`src/rtl/glb_strm_f2g_packer.sv`:
```
// glb_strm_f2g_packer: packs per-channel CGRA words into bank words and arbitrates them onto one GLB write port
module glb_strm_f2g_packer #(
  parameter int NUM_CH = 4,
  parameter int DATA_W = 16,
  parameter int PACK = 4,
  parameter int CNT_W = 16,
  parameter int ADDR_W = CNT_W,
  localparam int CH_W = NUM_CH > 1 ? $clog2(NUM_CH) : 1,
  localparam int BW = PACK * DATA_W
) (
  input  logic                     clk,
  input  logic                     reset,
  input  logic                     strm_start_pulse,
  input  logic [CNT_W-1:0]         cfg_num_words,
  input  logic [NUM_CH-1:0]        cfg_ch_en,
  input  logic [NUM_CH*DATA_W-1:0] data_f2g,
  input  logic [NUM_CH-1:0]        data_valid_f2g,
  output logic                     wr_en,
  input  logic                     wr_ready,
  output logic [CH_W-1:0]          wr_ch,
  output logic [ADDR_W-1:0]        wr_addr,
  output logic [BW-1:0]            wr_data,
  output logic [PACK-1:0]          wr_strb,
  output logic                     busy,
  output logic                     strm_f2g_interrupt,
  output logic                     overflow_err
);
  localparam int SLOT_W = PACK > 1 ? $clog2(PACK) : 1;
  typedef enum logic [1:0] {IDLE, RUN, DRAIN, DONE} state_t;
  state_t state;
  logic [CNT_W-1:0] num_words;
  logic [NUM_CH-1:0] ch_en, take, cmpl, acc, load, pend_v, pend_nxt, fin;
  logic [CNT_W-1:0] cnt [NUM_CH];
  logic [SLOT_W-1:0] slot [NUM_CH];
  logic [ADDR_W-1:0] addr [NUM_CH], pa_n [NUM_CH], pend_addr [NUM_CH];
  logic [BW-1:0] pack [NUM_CH], pk_n [NUM_CH], pd_n [NUM_CH], pend_data [NUM_CH];
  logic [PACK-1:0] strb [NUM_CH], st_n [NUM_CH], ps_n [NUM_CH], pend_strb [NUM_CH];
  logic [CH_W-1:0] last_g, gnt, idx;
  logic found, start, degen;
  assign start = state == IDLE && strm_start_pulse;
  assign degen = cfg_num_words == '0 || cfg_ch_en == '0;
  // A completing pack may refill its pending slot in the same cycle the old entry is accepted
  always_comb begin
    for (int c = 0; c < NUM_CH; c++) begin
      take[c] = state == RUN && ch_en[c] && cnt[c] < num_words && data_valid_f2g[c];
      cmpl[c] = take[c] && (slot[c] == SLOT_W'(PACK - 1) || cnt[c] + CNT_W'(1) == num_words);
      acc[c] = wr_en && wr_ready && wr_ch == CH_W'(c);
      load[c] = cmpl[c] && (!pend_v[c] || acc[c]);
      fin[c] = !ch_en[c] || cnt[c] == num_words;
      for (int k = 0; k < PACK; k++) begin
        pk_n[c][k*DATA_W +: DATA_W] = slot[c] == SLOT_W'(k) ? data_f2g[c*DATA_W +: DATA_W] : pack[c][k*DATA_W +: DATA_W];
        st_n[c][k] = strb[c][k] | (slot[c] == SLOT_W'(k));
      end
      pd_n[c] = load[c] ? pk_n[c] : pend_data[c];
      ps_n[c] = load[c] ? st_n[c] : pend_strb[c];
      pa_n[c] = load[c] ? addr[c] : pend_addr[c];
    end
    pend_nxt = (pend_v & ~acc) | load;
  end
  always_comb begin
    gnt = last_g;
    found = 1'b0;
    idx = last_g;
    for (int i = 0; i < NUM_CH; i++) begin
      idx = idx == CH_W'(NUM_CH - 1) ? '0 : idx + CH_W'(1);
      if (!found && pend_nxt[idx]) begin
        gnt = idx;
        found = 1'b1;
      end
    end
  end
  always_ff @(posedge clk) begin
    if (reset) begin
      state <= IDLE;
      num_words <= '0;
      ch_en <= '0;
      pend_v <= '0;
      last_g <= CH_W'(NUM_CH - 1);
      wr_en <= 1'b0;
      wr_ch <= '0;
      wr_addr <= '0;
      wr_data <= '0;
      wr_strb <= '0;
      busy <= 1'b0;
      strm_f2g_interrupt <= 1'b0;
      overflow_err <= 1'b0;
      for (int c = 0; c < NUM_CH; c++) begin
        cnt[c] <= '0;
        slot[c] <= '0;
        addr[c] <= '0;
        pack[c] <= '0;
        strb[c] <= '0;
        pend_data[c] <= '0;
        pend_strb[c] <= '0;
        pend_addr[c] <= '0;
      end
    end else begin
      pend_v <= pend_nxt;
      for (int c = 0; c < NUM_CH; c++) begin
        pend_data[c] <= pd_n[c];
        pend_strb[c] <= ps_n[c];
        pend_addr[c] <= pa_n[c];
        if (start) begin
          cnt[c] <= '0;
          slot[c] <= '0;
          addr[c] <= '0;
          pack[c] <= '0;
          strb[c] <= '0;
        end else if (take[c]) begin
          cnt[c] <= cnt[c] + CNT_W'(1);
          slot[c] <= cmpl[c] ? '0 : slot[c] + SLOT_W'(1);
          pack[c] <= cmpl[c] ? '0 : pk_n[c];
          strb[c] <= cmpl[c] ? '0 : st_n[c];
          addr[c] <= cmpl[c] ? addr[c] + ADDR_W'(1) : addr[c];
        end
      end
      if (!wr_en || wr_ready) begin
        wr_en <= |pend_nxt;
        if (|pend_nxt) begin
          wr_ch <= gnt;
          last_g <= gnt;
          wr_addr <= pa_n[gnt];
          wr_data <= pd_n[gnt];
          wr_strb <= ps_n[gnt];
        end
      end
      if (|(cmpl & pend_v & ~acc)) overflow_err <= 1'b1;
      case (state)
        IDLE: if (strm_start_pulse) begin
          num_words <= cfg_num_words;
          ch_en <= cfg_ch_en;
          overflow_err <= 1'b0;
          busy <= 1'b1;
          state <= degen ? DONE : RUN;
          strm_f2g_interrupt <= degen;
        end
        RUN: if (&fin) state <= DRAIN;
        DRAIN: if (pend_v == '0) begin
          state <= DONE;
          strm_f2g_interrupt <= 1'b1;
        end
        default: begin
          state <= IDLE;
          busy <= 1'b0;
          strm_f2g_interrupt <= 1'b0;
        end
      endcase
    end
  end
endmodule

```
`config.mk`:
```
export PLATFORM = sky130hd
export DESIGN_NAME = glb_strm_f2g_packer
export DESIGN_NICKNAME = d
export VERILOG_FILES = /design/src/rtl/glb_strm_f2g_packer.sv
export SDC_FILE = /design/constraint.sdc
export NUM_CORES = 2
export LEC_CHECK = 0
export CAP_MARGIN = 5
export CORE_MARGIN = 2
export CORE_UTILIZATION = 53
export CTS_CLUSTER_DIAMETER = 150
export DETAILED_ROUTE_END_ITERATION = 16
export PLACE_DENSITY_LB_ADDON = 0.3
export RECOVER_POWER = 25
export SKIP_LAST_GASP = 1
export SLEW_MARGIN = 20
export SYNTH_ARGS = -nofsm -noshare
export SYNTH_HDL_FRONTEND = slang
export SYNTH_SLANG_ARGS = --single-unit
export TNS_END_PERCENT = 50
```
`constraint.sdc`:
```
create_clock -name clk -period 6.4 [get_ports clk]
set_input_delay 0.64 -clock clk [delete_from_list [all_inputs] [get_ports clk]]
set_output_delay 0.64 -clock clk [all_outputs]
set_load 0.03 [all_outputs]
```
Word-level counts from Yosys, hierarchy flattened
Memories as Yosys holds them, arrays and structs flattened.
Cells that the tools add are included.
{"block": "word_totals", "regBits": 118, "ramBits": 744, "in_bits": 92, "out_inout_bits": 90, "elab_cells": 386, "mem_count": 8}
{"block": "op_classes", "addsub": 16, "n_lt_le_gt_ge": 9, "n_eq_ne": 32, "muxes": 159, "n_bitwise": 76, "reduce_logical": 73}
{"name": "pack", "depth": 4, "width": 64, "read_ports": 4, "rd_clocked_by_memory_dff": 0, "wr": 4, "line": "36", "rtl": "logic [BW-1:0] pack [NUM_CH], pk_n [NUM_CH], pd_n [NUM_CH], pend_data [NUM_CH];"}
{"name": "pend_data", "depth": 4, "width": 64, "read_ports": 4, "rd_clocked_by_memory_dff": 0, "wr": 4, "line": "36"}
{"name": "addr", "depth": 4, "width": 16, "read_ports": 4, "rd_clocked_by_memory_dff": 0, "wr": 4, "line": "35", "rtl": "logic [ADDR_W-1:0] addr [NUM_CH], pa_n [NUM_CH], pend_addr [NUM_CH];"}
{"name": "cnt", "depth": 4, "width": 16, "read_ports": 4, "rd_clocked_by_memory_dff": 0, "wr": 4, "line": "33", "rtl": "logic [CNT_W-1:0] cnt [NUM_CH];"}
{"name": "pend_addr", "depth": 4, "width": 16, "read_ports": 4, "rd_clocked_by_memory_dff": 0, "wr": 4, "line": "35"}
{"name": "pend_strb", "depth": 4, "width": 4, "read_ports": 4, "rd_clocked_by_memory_dff": 0, "wr": 4, "line": "37", "rtl": "logic [PACK-1:0] strb [NUM_CH], st_n [NUM_CH], ps_n [NUM_CH], pend_strb [NUM_CH];"}
{"name": "2 more memories"}
{"operator": "$mux 64", "count": 22}
{"operator": "$mux 16", "count": 46}
{"operator": "$add 16x1->16 const B", "count": 8}
{"operator": "$bmux 64 s2", "count": 1}
{"operator": "$eq 16x16->1", "count": 8}
{"operator": "$mux 4", "count": 22}
{"operator": "$or 1x1->1", "count": 68}
{"operator": "$lt 16x16->1", "count": 4}
{"operator": "$mux 2", "count": 24}
{"operator": "$mux 1", "count": 35}
{"operator": "$bmux 16 s2", "count": 1}
{"operator": "$eq 2x2->1 const B", "count": 15}
{"operator": "$logic_and 1x1->1", "count": 29}
{"operator": "$add 2x1->2 const B", "count": 8}
{"operator": "$logic_not 16->1", "count": 1}
{"operator": "$logic_or 1x1->1", "count": 14}
{"operator": "$and 4x4->4", "count": 3}
{"operator": "$eq 2x1->1 const B", "count": 6}
{"operator": "$logic_not 1->1", "count": 12}
{"operator": "$logic_not 2->1", "count": 6}
{"operator": "$lt 2x3->1 const B", "count": 4}
{"operator": "$bmux 1 s2", "count": 4}
{"operator": "$bmux 4 s2", "count": 1}
{"operator": "$logic_not 4->1", "count": 2}
{"operator": "other kinds (15)", "count": 21}

Depth between registers and ports, before layout
{"block": "logic_depth", "depth_word": 23, "depth_mapped": 20, "mapped_depth_nobuf": 15}

Worst setup path before layout
Ideal clock, no wire load.
{"block": "synth_path", "path_kind": "flip-flop to flip-flop", "startpoint": "reg num_words[11]", "endpoint": "mem cnt[0][0] (enable)", "setup_time_ns": 0.459, "arrival_time_ns": 4.145, "t_required_ns": 5.941, "setup_slack_ns": 1.795, "stages_incl_launch_ff": 9, "path_buffers": 1, "period_less_slack_ns": 4.605, "cell_sequence": "dfxtp_1 clkbuf_1 inv_1 ha_1 and3_1 a221o_1 a221oi_1 o31a_1 nand2b_1"}
{"item": "from (decl)", "line": "31", "rtl": "logic [CNT_W-1:0] num_words;"}
{"item": "from (signal assigned)", "line": "130", "rtl": "num_words <= cfg_num_words;"}
{"item": "to (decl)", "line": "33"}

==> impl_metrics.json <==
{
  "hold_class": "primary input to register",
  "grt_pass1_wl_mm": 188,
  "edff_count_synth": 408,
  "combPwrFrac": 0.153,
  "holdWs_ns": 0.436,
  "post-cts-setup-buffers": 0,
  "path_class": "register to register",
  "timing.reg2reg.worst_path_depth": 12,
  "cap_viol_max_count": 5,
  "syn_avg_cell_area_um2": 9.95,
  "hold_viol": 0,
  "routabilityCongestion": 0.939,
  "hold_buffers": 0,
  "worst-endpoint-arrival_ns": 6.28,
  "antenna_violations_before_repair": 7,
  "cts_tree": "done",
  "final_period_minus_worst_setup_slack_ns": 5.90,
  "netSwitchingFraction": 0.279,
  "setup_total_negative_slack_ns": 0,
  "relSlewSlack": -0.475,
  "power_frac_clock": 0.378,
  "p_int_uw": 10300,
  "synthesis.yosys.warnings": 0,
  "startpoint": "num_words[5]$_SDFFE_PP0P_",
  "synth.yosys.seq_area_share": 0.528,
  "detail-route-antenna-nets": 0,
  "floorplan.initialDensity": 0.534,
  "layout-drive-gt1-share": 0.0677,
  "hpwlAfterDp_mm": 87.9,
  "detail_route.wl_per_cell_um": 24.3,
  "drt_drc_violations_left": 0,
  "syn2layout_area_growth_pct": 14.0,
  "netlist_area_mm2": 0.0404,
  "synth_nets": 4245,
  "cts.sink_count": 862,
  "post_cts_resize_count": 0,
  "total_power_of_the_final_layout_uw": 14200,
  "worstSetupPathDepth": 12,
  "place_area_mm2": 0.0431,
  "critical_path.endpoint_type": "register",
  "total_switching_power_uw": 3970,
  "most_frequently_used_flop_master_after_synthesis": "dfxtp_1",
  "nNetsFinal": 4318,
  "longest_clk_path_bufs": 3,
  "synth.ff_latch_count": 862,
  "clkTransAtPathRegs_ns": 0.06,
  "die-height_um": 280,
  "htree_num_levels": 3,
  "floorplan.rows": 101,
  "postLayoutCellArea_mm2": 0.0461,
  "global_route.overflow_total": 0,
  "rsz0062_at_grt": "false",
  "buffer_ports.inserted": 181,
  "timing.final.crit_share": 0.923,
  "async_reset_ff_frac": 0,
  "cpPeakStageDelay_ns": 1.51,
  "setup_viol_count_final": 0,
  "violations": "capacitance limit, slew limit",
  "netlist-cell-type-count": 88,
  "fp.coreArea_mm2": 0.0757,
  "p_leak_uw": 0.0174,
  "clock_latency_ns": 0.66,
  "fp.dieW_um": 280,
  "detail_route.iter0.violations": 3415,
  "floorplan.die_area_mm2": 0.0785,
  "critical-path-top-delay-family": "buffers and inverters",
  "vdd_ir_drop_max_mv": 0.227,
  "path_cells": "inv_1, ha_1, and3_1, o221ai_1, and3_1, o31ai_1, clkbuf_1, nand2b_1, clkbuf_1, nand2b_2, buf_4, nor2_1",
  "cellPowerDensity_mw_per_mm2": 309,
  "worst-path-max-fanout": 34,
  "critical_path.startpoint_type": "register",
  "firstDrtPassIters": 6,
  "r2r_slack_ns": 0.50,
  "worst_setup_path_endpoint": "pack[1][56]$_SDFFCE_PP0P_",
  "slew_violations": 192,
  "critical_path.slowest_cell": "clkbuf_1",
  "clock_skew_ns": 0.0451,
  "synth_cells": 4060,
  "result_of_the_run": "complete, but fails checks",
  "grt_usage": 0.316,
  "cts-root-buf": "clkbuf_16",
  "timing.critical_path.buf_inv": 4,
  "grt_pass1_vias": 29700,
  "regToRegEndpoint": "pack[1][56]$_SDFFCE_PP0P_",
  "grt_max_degree": 138,
  "actual_transition_at_the_worst_max_transition_pin_ns": 2.21,
  "detailroute.via_count": 31500,
  "crit-reg2reg-launch": "num_words[5]$_SDFFE_PP0P_",
  "critical_path_required_ns": 6.78,
  "max_clock_freq_ghz": 0.169,
  "i_o_pin_count": 182,
  "detail_route.vias_per_cell": 6.07,
  "p_seq_frac": 0.469,
  "cts_made_buffers": 88,
  "routed_wirelength_mm": 126
}
worst min-delay path by stage:
| stage | from | endpoint | slack [ns] | depth (start not counted) |
|---|---|---|---|---|
| floorplan | pend_addr[0][7]$_SDFF_PP0_ | pend_addr[0][7]$_SDFF_PP0_ | 0.44 | 2 |
| global placement | pend_strb[2][0]$_SDFF_PP0_ | pend_strb[2][0]$_SDFF_PP0_ | 0.46 | 2 |
| detailed placement | pend_data[0][9]$_SDFF_PP0_ | pend_data[0][9]$_SDFF_PP0_ | 0.47 | 2 |
| CTS | reset | pend_addr[1][4]$_SDFF_PP0_ | 0.44 | 2 |
| global route | reset | pend_addr[0][3]$_SDFF_PP0_ | 0.46 | 2 |
| finish | reset | pend_addr[0][4]$_SDFF_PP0_ | 0.44 | 2 |
worst register-to-register path, delay by kind of cell, from the launching register on:
kind | cells | cell delay [ns]
compound gates | 2 | 0.34
buf+inv | 4 | 2.72
fa+ha+maj | 1 | 0.38
simple gates | 5 | 1.59
flops | 1 | 0.63
synth_stat cells (22+ instances only):
cell type  count  area share
a22o_1        34      0.0074
xor2_1        53       0.011
nand3_1       70      0.0087
o21ai_1       39      0.0048
edfxtp_1     408        0.30
xnor2_1       95       0.021
dfxtp_1      454        0.22
a22oi_1       42      0.0078
nand4_1       30      0.0046
nor3_1        37      0.0046
a21oi_1      219       0.027
and2_1        32      0.0050
ha_1          93       0.029
o221ai_1      23      0.0050
nand2_1      221       0.021
mux2i_1      382       0.095
mux2_2        42       0.012
nor3b_1       22      0.0041
buf_2         36      0.0045
inv_1         62      0.0058
and3_1        30      0.0046
o21ai_0      135       0.017
nor2_1       993       0.092
clkbuf_1     203       0.019
cells in the final DEF, fill, tap and decap left out, types with 10 or more instances in the layout:
cell type / instances
nand2_1: 218
a22o_1: 34
edfxtp_1: 408
a21oi_1: 219
nand2b_1: 12
a211oi_1: 14
nand4_1: 30
dfxtp_1: 454
xor2_1: 53
o21ai_0: 132
and2_1: 32
dlygate4sd3_1: 90
nor4_1: 21
inv_1: 62
and3_1: 30
clkbuf_16: 89
nor2_1: 990
o22ai_1: 17
bufinv_16: 10
o221ai_1: 23
or3_1: 12
o21ai_1: 42
clkdlybuf4s50_1: 90
a211o_1: 18
ha_1: 87
buf_4: 53
clkbuf_1: 24
nor3_1: 37
nor3b_1: 22
clkbuf_8: 13
nand3_1: 70
a22oi_1: 42
clkinv_2: 16
mux2_2: 42
xnor2_1: 95
nor2b_1: 17
mux2i_1: 382
registers in the layout (all words and copies together), names as in the netlist, 2 cells and up:
name / cells
addr: 64
ch_en: 4
cnt: 64
last_g: 2
num_words: 16
pack: 256
pend_addr: 64
pend_data: 256
pend_strb: 16
pend_v: 4
slot: 8
state: 2
strb: 16
wr_addr: 16
wr_ch: 2
wr_data: 64
wr_strb: 4
cells by family after synthesis:
family                   Yosys count  synth area share
adder cells (fa/ha/maj)           93            0.0288
AO/OA/AOI/OAI                    650             0.102
multiplexers                     426             0.107
XOR/XNOR                         154            0.0354
buffers and inverters            329            0.0341
AND/OR/NAND/NOR                 1546             0.164
flip-flops                       862             0.528
power by group through the flow:
stage	Combinational, uW	Clock, uW	Sequential, uW
floorplan	1490	0	6670
global placement	2170	0	6750
detailed placement	2160	0	6770
CTS	2180	5420	6650
global route	2350	5640	6720
finish	2180	5380	6670
per-stage QoR:
stage | worst slack [ns] | std cells | util
finish | 0.495 | 5189 | 0.609
global route | 0.277 | 5188 | 0.609
CTS | 0.772 | 5185 | 0.609
detailed placement | 0.792 | 5021 | 0.569
global placement | 0.746 | 5019 | 0.568
floorplan | 1.80 | 4060 | -
routing by layer:
layer  global-route usage  vias up  wire length, um
met5                    0        -                0
met4                0.111        0             4160
met3               0.0618      206            12000
met2                0.491     1407            57000
met1                0.443    15400            53000
li1                     -    14500                -
area by class of cell:
cell class                 instances  area [um^2]
fill                            6274        29600
inverter                          63          236
tap                              978         1220
antenna                            4         10.0
timing repair buffer             249         2460
sequential                       862        21300
multi-input combinational       2869        17800
clock inverter                    42          551
clock buffer                     122         2480
(Power assumes the default switching activity.)
